File: src/rtl/chip_invaders_pkg.sv
// Shared types for the invaders formation logic: swarm state and march direction encodings.
package chip_invaders_pkg;

  typedef enum logic [1:0] {
    RUN     = 2'd0,
    LANDED  = 2'd1,
    CLEARED = 2'd2
  } swarm_state_t;

  localparam logic DIR_LEFT  = 1'b0;
  localparam logic DIR_RIGHT = 1'b1;

endpackage

File: src/rtl/alien_swarm_bounds.sv
// Combinational extent of the alive formation: leftmost/rightmost live column,
// lowest live row and population count.
module alien_swarm_bounds #(
  parameter int unsigned COLS = 8,
  parameter int unsigned ROWS = 4,
  localparam int unsigned N     = ROWS * COLS,
  localparam int unsigned COL_W = (COLS > 1) ? $clog2(COLS) : 1,
  localparam int unsigned ROW_W = (ROWS > 1) ? $clog2(ROWS) : 1,
  localparam int unsigned CNT_W = $clog2(N + 1)
) (
  input  logic [N-1:0]     mask,
  output logic [COL_W-1:0] min_col,
  output logic [COL_W-1:0] max_col,
  output logic [ROW_W-1:0] max_row,
  output logic [CNT_W-1:0] pop
);

  logic [COLS-1:0] col_any;
  logic [ROWS-1:0] row_any;

  // Collapse the grid onto column and row occupancy vectors.
  always_comb begin
    col_any = '0;
    row_any = '0;
    for (int r = 0; r < int'(ROWS); r++) begin
      for (int c = 0; c < int'(COLS); c++) begin
        col_any[c] = col_any[c] | mask[r*int'(COLS)+c];
        row_any[r] = row_any[r] | mask[r*int'(COLS)+c];
      end
    end
  end

  // Empty mask yields zeros; callers treat that as "no formation".
  always_comb begin
    min_col = '0;
    max_col = '0;
    max_row = '0;
    pop     = '0;
    for (int c = int'(COLS) - 1; c >= 0; c--) begin
      if (col_any[c]) min_col = COL_W'(c);
    end
    for (int c = 0; c < int'(COLS); c++) begin
      if (col_any[c]) max_col = COL_W'(c);
    end
    for (int r = 0; r < int'(ROWS); r++) begin
      if (row_any[r]) max_row = ROW_W'(r);
    end
    for (int i = 0; i < int'(N); i++) begin
      pop = pop + CNT_W'(mask[i]);
    end
  end

endmodule

File: src/rtl/alien_swarm.sv
// Formation controller: shared origin, alive mask, edge-triggered descend,
// population-scaled step period and landed/cleared detection.
module alien_swarm
  import chip_invaders_pkg::*;
#(
  parameter int unsigned COLS        = 8,
  parameter int unsigned ROWS        = 4,
  parameter int unsigned POS_W       = 16,
  parameter int unsigned ORIGIN_X    = 16,
  parameter int unsigned ORIGIN_Y    = 16,
  parameter int unsigned SPACING_X   = 16,
  parameter int unsigned SPACING_Y   = 12,
  parameter int unsigned ALIEN_W     = 12,
  parameter int unsigned ALIEN_H     = 8,
  parameter int unsigned FIELD_MIN_X = 0,
  parameter int unsigned FIELD_MAX_X = 639,
  parameter int unsigned LAND_Y      = 440,
  parameter int unsigned STEP_X      = 2,
  parameter int unsigned STEP_Y      = 8,
  parameter int unsigned MIN_PERIOD  = 1,
  localparam int unsigned N     = ROWS * COLS,
  localparam int unsigned COL_W = (COLS > 1) ? $clog2(COLS) : 1,
  localparam int unsigned ROW_W = (ROWS > 1) ? $clog2(ROWS) : 1,
  localparam int unsigned CNT_W = $clog2(N + 1)
) (
  input  logic             clk,
  input  logic             rst_n,
  input  logic             tick,
  input  logic             restart,
  input  logic             kill_valid,
  input  logic [ROW_W-1:0] kill_row,
  input  logic [COL_W-1:0] kill_col,
  output logic [POS_W-1:0] origin_x,
  output logic [POS_W-1:0] origin_y,
  output logic [N-1:0]     alive_mask,
  output logic [CNT_W-1:0] alive_count,
  output logic             direction,
  output logic             step_pulse,
  output logic             kill_hit,
  output logic             landed,
  output logic             cleared
);

  localparam int unsigned SW    = POS_W + 1;
  localparam int unsigned TC_W  = $clog2(MIN_PERIOD + N + 1);
  localparam int unsigned IDX_W = (N > 1) ? $clog2(N) : 1;

  swarm_state_t state_q, state_d;

  logic [TC_W-1:0]  tick_cnt, tick_cnt_d;
  logic [POS_W-1:0] ox_d, oy_d;
  logic [N-1:0]     mask_d;
  logic [CNT_W-1:0] count_d;
  logic             dir_d, step_d, hit_d;

  logic [COL_W-1:0] min_col, max_col;
  logic [ROW_W-1:0] max_row;
  logic [CNT_W-1:0] pop;

  alien_swarm_bounds #(
    .COLS (COLS),
    .ROWS (ROWS)
  ) u_bounds (
    .mask    (alive_mask),
    .min_col (min_col),
    .max_col (max_col),
    .max_row (max_row),
    .pop     (pop)
  );

  // Edge sums carried one bit wider than the origin so they never wrap.
  logic [SW-1:0]    left_edge, right_next, bottom_edge;
  logic             hit_right, hit_left, land_hit, descend;
  logic [TC_W-1:0]  period_last;
  logic             kill_ok;
  logic [IDX_W-1:0] kill_idx;

  always_comb begin
    left_edge   = SW'(origin_x) + SW'(min_col) * SW'(SPACING_X);
    right_next  = SW'(origin_x) + SW'(max_col) * SW'(SPACING_X) + SW'(ALIEN_W - 1 + STEP_X);
    bottom_edge = SW'(origin_y) + SW'(max_row) * SW'(SPACING_Y) + SW'(ALIEN_H - 1);
    hit_right   = right_next > SW'(FIELD_MAX_X);
    hit_left    = left_edge < SW'(FIELD_MIN_X + STEP_X);
    land_hit    = bottom_edge >= SW'(LAND_Y);
    descend     = (direction == DIR_RIGHT) ? hit_right : hit_left;
    period_last = TC_W'(MIN_PERIOD - 1) + TC_W'(alive_count);
    kill_ok     = (32'(kill_row) < ROWS) && (32'(kill_col) < COLS);
    kill_idx    = IDX_W'(32'(kill_row) * COLS + 32'(kill_col));
  end

  always_ff @(posedge clk or negedge rst_n) begin
    if (!rst_n) state_q <= RUN;
    else        state_q <= state_d;
  end

  // Next state and next datapath values; restart overrides everything.
  always_comb begin
    state_d    = state_q;
    ox_d       = origin_x;
    oy_d       = origin_y;
    mask_d     = alive_mask;
    count_d    = alive_count;
    dir_d      = direction;
    tick_cnt_d = tick_cnt;
    step_d     = 1'b0;
    hit_d      = 1'b0;
    if (restart) begin
      state_d    = RUN;
      ox_d       = POS_W'(ORIGIN_X);
      oy_d       = POS_W'(ORIGIN_Y);
      mask_d     = '1;
      count_d    = CNT_W'(N);
      dir_d      = DIR_RIGHT;
      tick_cnt_d = '0;
    end else begin
      case (state_q)
        RUN: begin
          if (pop == '0)    state_d = CLEARED;
          else if (land_hit) state_d = LANDED;
        end
        default: state_d = state_q;
      endcase

      // An empty formation has no bounds, so it never steps.
      if (state_q == RUN && pop != '0 && tick) begin
        if (tick_cnt >= period_last) begin
          tick_cnt_d = '0;
          step_d     = 1'b1;
          if (descend) begin
            oy_d  = origin_y + POS_W'(STEP_Y);
            dir_d = ~direction;
          end else if (direction == DIR_RIGHT) begin
            ox_d = origin_x + POS_W'(STEP_X);
          end else begin
            ox_d = origin_x - POS_W'(STEP_X);
          end
        end else begin
          tick_cnt_d = tick_cnt + TC_W'(1);
        end
      end

      if (kill_valid && kill_ok && alive_mask[kill_idx]) begin
        mask_d[kill_idx] = 1'b0;
        count_d          = alive_count - CNT_W'(1);
        hit_d            = 1'b1;
      end
    end
  end

  always_ff @(posedge clk or negedge rst_n) begin
    if (!rst_n) begin
      origin_x    <= POS_W'(ORIGIN_X);
      origin_y    <= POS_W'(ORIGIN_Y);
      alive_mask  <= '1;
      alive_count <= CNT_W'(N);
      direction   <= DIR_RIGHT;
      tick_cnt    <= '0;
      step_pulse  <= 1'b0;
      kill_hit    <= 1'b0;
      landed      <= 1'b0;
      cleared     <= 1'b0;
    end else begin
      origin_x    <= ox_d;
      origin_y    <= oy_d;
      alive_mask  <= mask_d;
      alive_count <= count_d;
      direction   <= dir_d;
      tick_cnt    <= tick_cnt_d;
      step_pulse  <= step_d;
      kill_hit    <= hit_d;
      landed      <= (state_d == LANDED);
      cleared     <= (state_d == CLEARED);
    end
  end

endmodule

File: config.mk
export PLATFORM = sky130hd
export DESIGN_NAME = alien_swarm
export DESIGN_NICKNAME = d
export VERILOG_FILES = /design/src/rtl/chip_invaders_pkg.sv /design/src/rtl/alien_swarm_bounds.sv /design/src/rtl/alien_swarm.sv
export SDC_FILE = /design/constraint.sdc
export NUM_CORES = 1
export LEC_CHECK = 0
export BUFFER_PORTS_ARGS = -buffer_cell sky130_fd_sc_hd__buf_2
export CORE_AREA = 2 2 102 104
export DETAILED_ROUTE_END_ITERATION = 12
export DIE_AREA = 0 0 104 106
export PLACE_DENSITY = 0.84
export SLEW_MARGIN = 40
export SYNTH_ARGS = -nofsm -noshare
export SYNTH_HDL_FRONTEND = slang
export SYNTH_SLANG_ARGS = --single-unit
File: constraint.sdc
create_clock -name clk -period 13.25 [get_ports clk]
set_clock_uncertainty 0.2 [all_clocks]
set_input_delay 3.3125 -clock clk [delete_from_list [all_inputs] [get_ports clk]]
set_output_delay 3.3125 -clock clk [all_outputs]
set_load 0.02 [all_outputs]
# [After elaboration in Yosys (flattened, before gate mapping)]
# Index checks and enable logic that the tools add are counted.
[word_totals] ff_bits=83 in_bits=10 output_inout_bits=75 elab_cells=176
[op_classes] add_sub_neg=42 n_mul=1 order_cmp=6 n_eq_ne=3 mux=52 bitwise=48 reduce_logical=13
[ops] operator="$add A6 B1 Y6" count=30
[ops] operator="$mux W16" count=9
[ops] operator="$mux W32" count=2
[ops] operator="$or A1 B1 Y1" count=45
[ops] operator="$mux W3" count=14
[ops] operator="$add A16 B7 Y17" count=2
[ops] operator="$and A32 B32 Y32" count=1
[ops] operator="$not A32 Y32" count=1
[ops] operator="$mux W6" count=5
[ops] operator="$add A16 B6 Y17" count=1
[ops] operator="$add A17 B3 Y17 const B" count=1
[ops] operator="$add A17 B4 Y17 const B" count=1
[ops] operator="$ge A17 B9 Y1 const B" count=1
[ops] operator="$gt A17 B10 Y1 const B" count=1
[ops] operator="$lt A17 B2 Y1 const B" count=1
[ops] operator="$add A16 B2 Y16 const B" count=1
[ops] operator="$add A16 B4 Y16 const B" count=1
[ops] operator="$sub A16 B2 Y16 const B" count=1
[ops] operator="$mux W1" count=14
[ops] operator="$mux W2" count=6
[ops] operator="$reduce_bool A2 Y1" count=4
[ops] operator="$add A6 B1 Y6 const B" count=1
[ops] operator="$ge A6 B6 Y1" count=1
[ops] operator="$logic_not A6 Y1" count=1
[ops] operator="other kinds (16)" count=20

# [Depth between registers and ports, before layout]
# Gate-level depths: netlist (run 1).
[logic_depth] depth_word=36 depth_mapped=22 mapped_depth_nobuf=20

# [By module]
# A second synthesis (run 1) with hierarchy kept.
[hier_totals] cells_unflattened=660 area_unflattened_um2=6179.7
[by_module_without_submodules] mod="alien_swarm" instances=1 cells_per_inst=549 area_per_inst_um2=5188.7 seq_area_each_um2=2021.9
[by_module_without_submodules] mod="alien_swarm_bounds" instances=1 cells_per_inst=111 area_per_inst_um2=991.0 seq_area_each_um2=0.0

# [Worst setup path after synthesis (run 1)]
# OpenSTA, ideal clock, no wires.
[synth_timing] path_kind="reg-to-reg" startpoint="register alive_mask[0]" endpoint="register origin_x[10]" setup_time_ns=0.132 arrival_ns=6.312 required_time_ns=12.918 slack_ns=6.606 path_stages_with_launch=22 path_cell_list="dfstp_2 > ha_1 > inv_1 > fa_1 > inv_1 > fa_1 > fa_1 > fa_1 > fa_1 > inv_1 > fa_1 > fa_1 > fa_1 > nor2b_1 > a31oi_1 > nor4_1 > nor2_1 > nand3_1 > nor3_2 > buf_2 > mux2i_1 > nor2_1"
[synth_via] elab_chain_len=36 elab_cells_between_ends=44
[synth_rtl] item="start, declared" line="alien_swarm.sv:35" rtl="output logic [N-1:0] alive_mask,"
[synth_rtl] item="start signal, assigned" line="alien_swarm.sv:165" rtl="alive_mask <= mask_d;"
[synth_rtl] item="$add A1 B1 Y2" line="alien_swarm_bounds.sv:49" rtl="pop = pop + CNT_W'(mask[i]);"
[synth_rtl] item="$add A6 B1 Y6 (30 in series)" line="alien_swarm_bounds.sv:49"
[synth_rtl] item="$reduce_bool A6 Y1" line="alien_swarm.sv:125" rtl="if (state_q == RUN && pop != '0 && tick) begin"
[synth_rtl] item="$logic_and A1 B1 Y1 (2 in series)" line="alien_swarm.sv:125"
[synth_rtl] item="$reduce_bool A2 Y1 (no line)"
[synth_rtl] item="$reduce_and A3 Y1 (no line) *"
[synth_rtl] item="end signal, assigned" line="alien_swarm.sv:152" rtl="origin_x <= POS_W'(ORIGIN_X);"
[synth_rtl] item="end, declared" line="alien_swarm.sv:33" rtl="output logic [POS_W-1:0] origin_x,"
# Every way passes the cells marked *; elsewhere a longest branch is shown, timed or not.
# A chain may end at the register's enable or synchronous reset.

# [Worst setup path after layout (run 1)]
[layout_timing] startpoint="register alive_mask[0]" endpoint="register origin_y[15]"
[layout_via] elab_chain_len=36 elab_cells_between_ends=44
[layout_rtl] item="$add A1 B1 Y2" line="alien_swarm_bounds.sv:49"
[layout_rtl] item="$add A6 B1 Y6 (30 in series)" line="alien_swarm_bounds.sv:49"
[layout_rtl] item="$reduce_bool A6 Y1" line="alien_swarm.sv:125"
[layout_rtl] item="$logic_and A1 B1 Y1 (2 in series)" line="alien_swarm.sv:125"
[layout_rtl] item="$reduce_bool A2 Y1 (no line)"
[layout_rtl] item="$reduce_and A3 Y1 (no line) *"
[layout_rtl] item="end signal, assigned" line="alien_swarm.sv:153" rtl="origin_y <= POS_W'(ORIGIN_Y);"
[layout_rtl] item="end signal, assigned" line="alien_swarm.sv:164" rtl="origin_y <= oy_d;"
[layout_rtl] item="end, declared" line="alien_swarm.sv:34" rtl="output logic [POS_W-1:0] origin_y,"
# Marked as above.

==> run metrics, run 1 <==
# hold bufs at CTS=0; GRT Resource Usage Total=29.27%; Max Slew Vio Count=0; worst skew pair latency=0.37 ns; vias in the first global route=5,190; PD cells=75.34 nW/um^2; WL final=15.67 mm; MaxCap Viol Count=0; setup TNS=0 ns; Worst R2R Start=alive_mask[0]$_DFFE_PN1P_; vias per cell=6.159; FF-to-FF End=origin_y[15]$_DFFE_PN0P_; setup ws final=6.357 ns; postcts setup bufs=0; post-DP HPWL=11.60 mm; final-report hold violation count=0; die height=106 um; pre-CTS setup slack=6.378 ns; Max IR drop VDD=46.50 uV; Yosys cell types=62; initial antenna violation count=0; unrepaired setup endpoints after global routing=no; share of post-route cells with drive strength above 1=20.90%; DR DRC count=0; pin count of the biggest net entering global routing=85; LEAKAGE=3.095 nW; depth of the worst hold-timing path=1; Ant. Diodes=0; Hold Path Class=register to register; CTS Buf Count=9; Starting DRT DRC Count=444; clk sinks=79; fin cells=873; fmax=145.1 MHz; Worst-path clk slew=0.09 ns; # rows=37; worst hold start=state_q[0]$_DFF_PN0_; async set or reset register ratio after synthesis=100.0%; TritonCTS clock tree=built; critical path launch point type=register; commonest non-fill, non-tap cell in the layout=nor2_1; Die X=104 um; Critical Path Source=alive_mask[0]$_DFFE_PN1P_; number of iterations in the first detailed-routing pass=6; Area growth syn-to-layout=11.49%; Starting Density=61.10%; Vias=5,377; Critical Path AT=6.98 ns; status=completed; Setup Viol. Count Final=0; first-pass GRT wire length=25.90 mm; sequential share of the synthesized area=33.09%; Main synth FF type=dfrtp_1; Nets=812; minimum clock period=6.893 ns; crit end category=register; synthesized cell area=6110 um^2; clk buf depth=2; gr ovfl total=0; Post-DRT Antenna Nets=0; R2R Setup Slk=6.36 ns; hold endpoint=cleared$_DFF_PN0_; Max FO, Critical Path=17; YS warnings=0; Cells after DPL=857; DIE AREA=11,020 um^2; R2R depth=20; Period Utilization, post-route=52.03%; Port Buffers=80; Final GP Congestion=1.008; io pins=85; #FFs+latches synth=79; mean cell area of the mapped netlist=9.299 um^2; post-CTS resize count=0; CP required=13.34 ns; Worst slew margin=49.40%; worst-margin pin slew=0.7521 ns; Wirelength per Cell=17.95 um; core area=10000 um^2; Synth Instances=657; commonest non-fill, non-tap cells in the layout=nor2_1, buf_2, a21oi_1, inv_1; Root Buffer=clkbuf_8; H-tree Lvls=3; Post-synth EDFFs=0; kind of critical path=register to register
==> metrics by stage <==
| step | area, um^2 | power, mW | hold slack (ns) | util [%] |
|---|---|---|---|---|
| 2_1_floorplan | 6121 | 0.3221 | 0.2319 | - |
| 3_3_place_gp | 6620 | 0.3450 | 0.2501 | 66.20 |
| 3_5_place_dp | 6624 | 0.3508 | 0.2517 | 66.24 |
| 4_1_cts | 6799 | 0.5152 | 0.2723 | 67.99 |
| 5_1_grt | 6812 | 0.5398 | 0.2957 | 68.12 |
| 6_report | 6812 | 0.5132 | 0.2780 | 68.12 |
==> critical path, stage by stage, from the launching register on <==
cell     delay, ns
dfstp_2       0.57
ha_1          0.24
inv_1         0.07
fa_1          0.40
inv_1         0.08
fa_1          0.44
fa_1          0.55
fa_1          0.44
fa_1          0.51
inv_1         0.05
fa_1          0.45
fa_1          0.42
fa_1          0.40
nor2b_1       0.14
a31oi_1       0.16
nor4_1        0.09
nor2_1        0.18
and3_1        0.32
nand3_2       0.33
or4_1         0.61
a21oi_1       0.16
==> layer usage <==
layer  vias up  track usage [%]  wire, um
met4         0            9.846       371
met3        35            5.518       994
met5         -                0         0
li1       2502                -         -
met2       207            48.12      7607
met1      2633            39.34      6693
==> area by class of cell <==
class / count / area [um^2]
sequential: 79 / 2022
tap: 136 / 170.2
clock inverter: 4 / 30.03
inverter: 58 / 217.7
clock buffer: 12 / 145.1
timing repair buffer: 83 / 432.9
multi-input combinational: 501 / 3794
fill: 849 / 3188
==> flip-flops by register name (all words and copies together) (netlist names) <==
signal,count
origin_x,15
direction,1
origin_y,13
tick_cnt,6
landed,1
state_q,2
cleared,1
alive_count,6
alive_mask,32
kill_hit,1
step_pulse,1
==> where the power goes <==
part	internal, mW	switching (mW)	total (mW)
logic	0.0340	0.0568	0.0909
registers	0.249	0.00765	0.256
clock network	0.0740	0.0919	0.166
total	0.357	0.156	0.513
==> synth_stat cells (9+ instances only) <==
cell | count | area, um^2
a21oi_1 | 63 | 315.3
a41oi_1 | 9 | 78.83
clkbuf_1 | 14 | 52.55
dfrtp_1 | 43 | 1076
dfstp_2 | 36 | 945.9
fa_1 | 27 | 540.5
ha_1 | 43 | 538.0
inv_1 | 57 | 214.0
mux2i_1 | 11 | 110.1
nand2_1 | 30 | 112.6
nand2b_1 | 10 | 62.56
nand3_1 | 14 | 70.07
nand4_1 | 9 | 56.30
nor2_1 | 80 | 300.3
nor3_1 | 17 | 85.08
nor4_1 | 16 | 100.1
o21ai_0 | 20 | 100.1
or4_1 | 13 | 97.59
xnor2_1 | 16 | 140.1
==> cell families after synthesis <==
kind of cell    Yosys count  synth area share [%]
buf+inv                  80                 5.243
xor+xnor                 23                 3.297
other cells               2                0.1229
fa+ha+maj                70                 17.65
flops                    79                 33.09
simple gates            231                 19.35
compound gates          150                 15.93
mux                      22                 5.304
==> how the worst max path moves through the flow <==
stage	endpoint	slack, ns	depth (start not counted)
2_1_floorplan	origin_x[10]$_DFFE_PN0P_	6.61	21
3_3_place_gp	origin_y[14]$_DFFE_PN0P_	6.57	20
3_5_place_dp	origin_y[14]$_DFFE_PN0P_	6.38	20
4_1_cts	origin_y[15]$_DFFE_PN0P_	6.37	20
5_1_grt	origin_y[15]$_DFFE_PN0P_	5.96	20
6_report	origin_y[15]$_DFFE_PN0P_	6.36	20
No activity file was read; power rests on OpenSTA's default activity.
==> inputs of run 2 (changes only) <==
--- a/config.mk
+++ b/config.mk
@@ -6,10 +6,10 @@
 export NUM_CORES = 1
 export LEC_CHECK = 0
 export BUFFER_PORTS_ARGS = -buffer_cell sky130_fd_sc_hd__buf_2
-export CORE_AREA = 2 2 102 104
+export CORE_AREA = 2 2 105 107
 export DETAILED_ROUTE_END_ITERATION = 12
-export DIE_AREA = 0 0 104 106
-export PLACE_DENSITY = 0.84
+export DIE_AREA = 0 0 107 109
+export PLACE_DENSITY = 0.8
 export SLEW_MARGIN = 40
 export SYNTH_ARGS = -nofsm -noshare
 export SYNTH_HDL_FRONTEND = slang
==> constraint.sdc (replaced) <==
create_clock -name clk -period 6.82 [get_ports clk]
set_clock_uncertainty 0.2 [all_clocks]
set_input_delay 1.705 -clock clk [delete_from_list [all_inputs] [get_ports clk]]
set_output_delay 1.705 -clock clk [all_outputs]
set_load 0.02 [all_outputs]
==> run 2 against run 1 <==
Compared with the run above:
- first-iteration DRC count is 41% higher
- worst setup slack worse by 6.1 ns
- maximum frequency is 4.5% higher
- routed wire length is 6.2% higher
- die area is 5.8% higher
- non-clock buffer count is 20 higher
==> run metrics, run 2 (same netlist as run 1, synthesis figures left out) <==
sequential cell area=2022 um^2 (unchanged); # rows=38 (+2.7%); minimum clock period=6.593 ns (-0.2999 ns); die height=109 um (+2.8%); DR DRC count=0 (unchanged); CP endpoint=origin_y[12]$_DFFE_PN0P_; MaxCap Viol Count=0 (unchanged); CP required=6.90 ns (-6.44 ns); Critical Path AT=6.67 ns (-0.31 ns); Core Util, Final=66.27% (-1.8 points); critical path launch point type=register; Critical Path Source=alive_mask[0]$_DFFE_PN1P_; FILL cells=836 (-1.5%); commonest non-fill, non-tap cells in the layout=nor2_1, buf_2, a21oi_1, inv_1; largest register by flop count=alive_mask; LEAKAGE=3.187 nW (+3.0%); Root Buffer=clkbuf_8; Area growth syn-to-layout=15.01%; PD cells=143.4 nW/um^2 (+90%); fin cells=897 (+2.7%); # hold bufs at CTS=0 (unchanged); FF-to-FF End=origin_y[12]$_DFFE_PN0P_; vias per cell=6.116 (-0.70%); WL final=16.64 mm (+6.2%); Final GP Congestion=1.039 (+3.0%); Worst slew margin=46.72% (-2.7 points); worst skew pair latency=0.36 ns (about the same); Vias=5,486 (+2.0%); final-report hold violation count=0 (unchanged); crit end category=register; clk buf depth=2 (unchanged); io pins=85 (unchanged); CTS Buf Count=9 (unchanged); gr ovfl total=0 (unchanged); first-pass GRT wire length=25.67 mm (-0.90%); Max FO, Critical Path=8 (-9); Nets=833 (+2.6%); number of iterations in the first detailed-routing pass=7 (+1); final instance area=7027 um^2 (+3.2%); Placed Area=6713 um^2 (+1.3%); Largest register FFs=32 (unchanged); Setup Viol. Count Final=0 (unchanged); Period Utilization, post-route=96.68% (+45 points); TritonCTS clock tree=built; footprint of the multi-input gates=3847 um^2 (+1.4%); Worst R2R Start=alive_mask[0]$_DFFE_PN1P_; kind of critical path=register to register; Max Slew Vio Count=0 (unchanged); post-DP HPWL=11.93 mm (+2.9%); Largest regs=alive_mask x32, origin_x x15, origin_y x13; GRT Resource Usage Total=28.14% (-1.1 points); R2R depth=20 (unchanged); fmax=151.7 MHz (+4.5%); Ant. Diodes=0 (unchanged); core area=10,600 um^2 (+6.0%); Port Buffers=80 (unchanged); worst-margin pin slew=0.7992 ns (+0.04705 ns); Cells after DPL=871 (+1.6%); Post-DRT Antenna Nets=0 (unchanged); H-tree Lvls=3 (unchanged); R2R Setup Slk=0.23 ns (-6.13 ns); Starting Density=57.62% (-3.5 points); Hold Path Class=register to register; initial antenna violation count=0 (unchanged); DIE AREA=11,660 um^2 (+5.8%); Die X=107 um (+2.9%); Starting DRT DRC Count=627 (+41%); share of post-route cells with drive strength above 1=24.04% (+3.1 points); Wirelength per Cell=18.55 um (+3.4%); clk sinks=79 (unchanged); Max IR drop VDD=89.19 uV (+92%); Worst-path clk slew=0.09 ns (about the same); final hold slack=0.2781 ns (+0.00005500 ns); vias in the first global route=5,146 (-0.85%); status=completed; pin count of the biggest net entering global routing=80 (-5.9%); Power Total=1.008 mW (+96%)
==> run 2: metrics by stage <==
step | setup WS [ns] | setup TNS (ns)
6_report | 0.2265 | 0
4_1_cts | 0.07035 | 0
3_5_place_dp | -0.1070 | -0.8200
3_3_place_gp | 0.04483 | 0
5_1_grt | -0.03616 | -0.03616
2_1_floorplan | 0.1764 | 0
==> run 2: per-layer routing <==
| layer | vias to the layer above | share of wire [%] | GRT usage, % |
|---|---|---|---|
| met4 | 0 | 2.2 | 8.627 |
| met3 | 41 | 6.6 | 6.874 |
| met5 | - | 0 | 0 |
| met1 | 2670 | 41 | 35.74 |
| met2 | 231 | 50 | 47.86 |
| li1 | 2544 | - | - |
==> run 2: worst max-delay path, cell delays in order, from the launching register on <==
cell	delay (ns)
dfstp_2	0.57
ha_1	0.23
inv_1	0.07
fa_1	0.41
inv_1	0.09
fa_1	0.44
fa_1	0.53
fa_1	0.43
fa_1	0.51
inv_1	0.05
fa_1	0.47
fa_2	0.39
fa_1	0.38
nor2b_1	0.14
a31oi_1	0.17
nor4_2	0.08
nor2_2	0.15
and3_4	0.27
nand4_1	0.19
or4_1	0.58
a21oi_1	0.14
==> run 2: final cells by class <==
| class | instances | area share [%] |
|---|---|---|
| clock buffer | 11 | 2.012 |
| clock inverter | 4 | 0.4452 |
| inverter | 58 | 3.098 |
| multi-input combinational | 502 | 54.75 |
| sequential | 79 | 28.77 |
| tap | 140 | 2.493 |
| timing repair buffer | 103 | 8.422 |
==> run 2: how the worst min path moves through the flow <==
stage          depth (start not counted)                 start           endpoint  slack (ns)
6_report                               1  state_q[0]$_DFF_PN0_  cleared$_DFF_PN0_        0.28
5_1_grt                                1  state_q[0]$_DFF_PN0_  cleared$_DFF_PN0_        0.31
4_1_cts                                1  state_q[0]$_DFF_PN0_  cleared$_DFF_PN0_        0.27
3_5_place_dp                           1  state_q[0]$_DFF_PN0_  cleared$_DFF_PN0_        0.25
3_3_place_gp                           1  state_q[0]$_DFF_PN0_  cleared$_DFF_PN0_        0.25
2_1_floorplan                          1  state_q[0]$_DFF_PN0_  cleared$_DFF_PN0_        0.23
==> run 2: what timing repair did <==
item / 4_1_cts / 5_1_grt
buffers inserted: 0 / 10
pin swaps: 0 / 7
cloned: 0 / 1
endpoints found under the setup margin: 10 / 27
gates resized for setup: 2 / 8
==> run 2: power by group <==
group	switching, mW	internal (mW)	total (mW)
Combinational	0.116	0.0732	0.189
Clock	0.180	0.142	0.322
Sequential	0.0145	0.483	0.498
Total	0.310	0.698	1.01
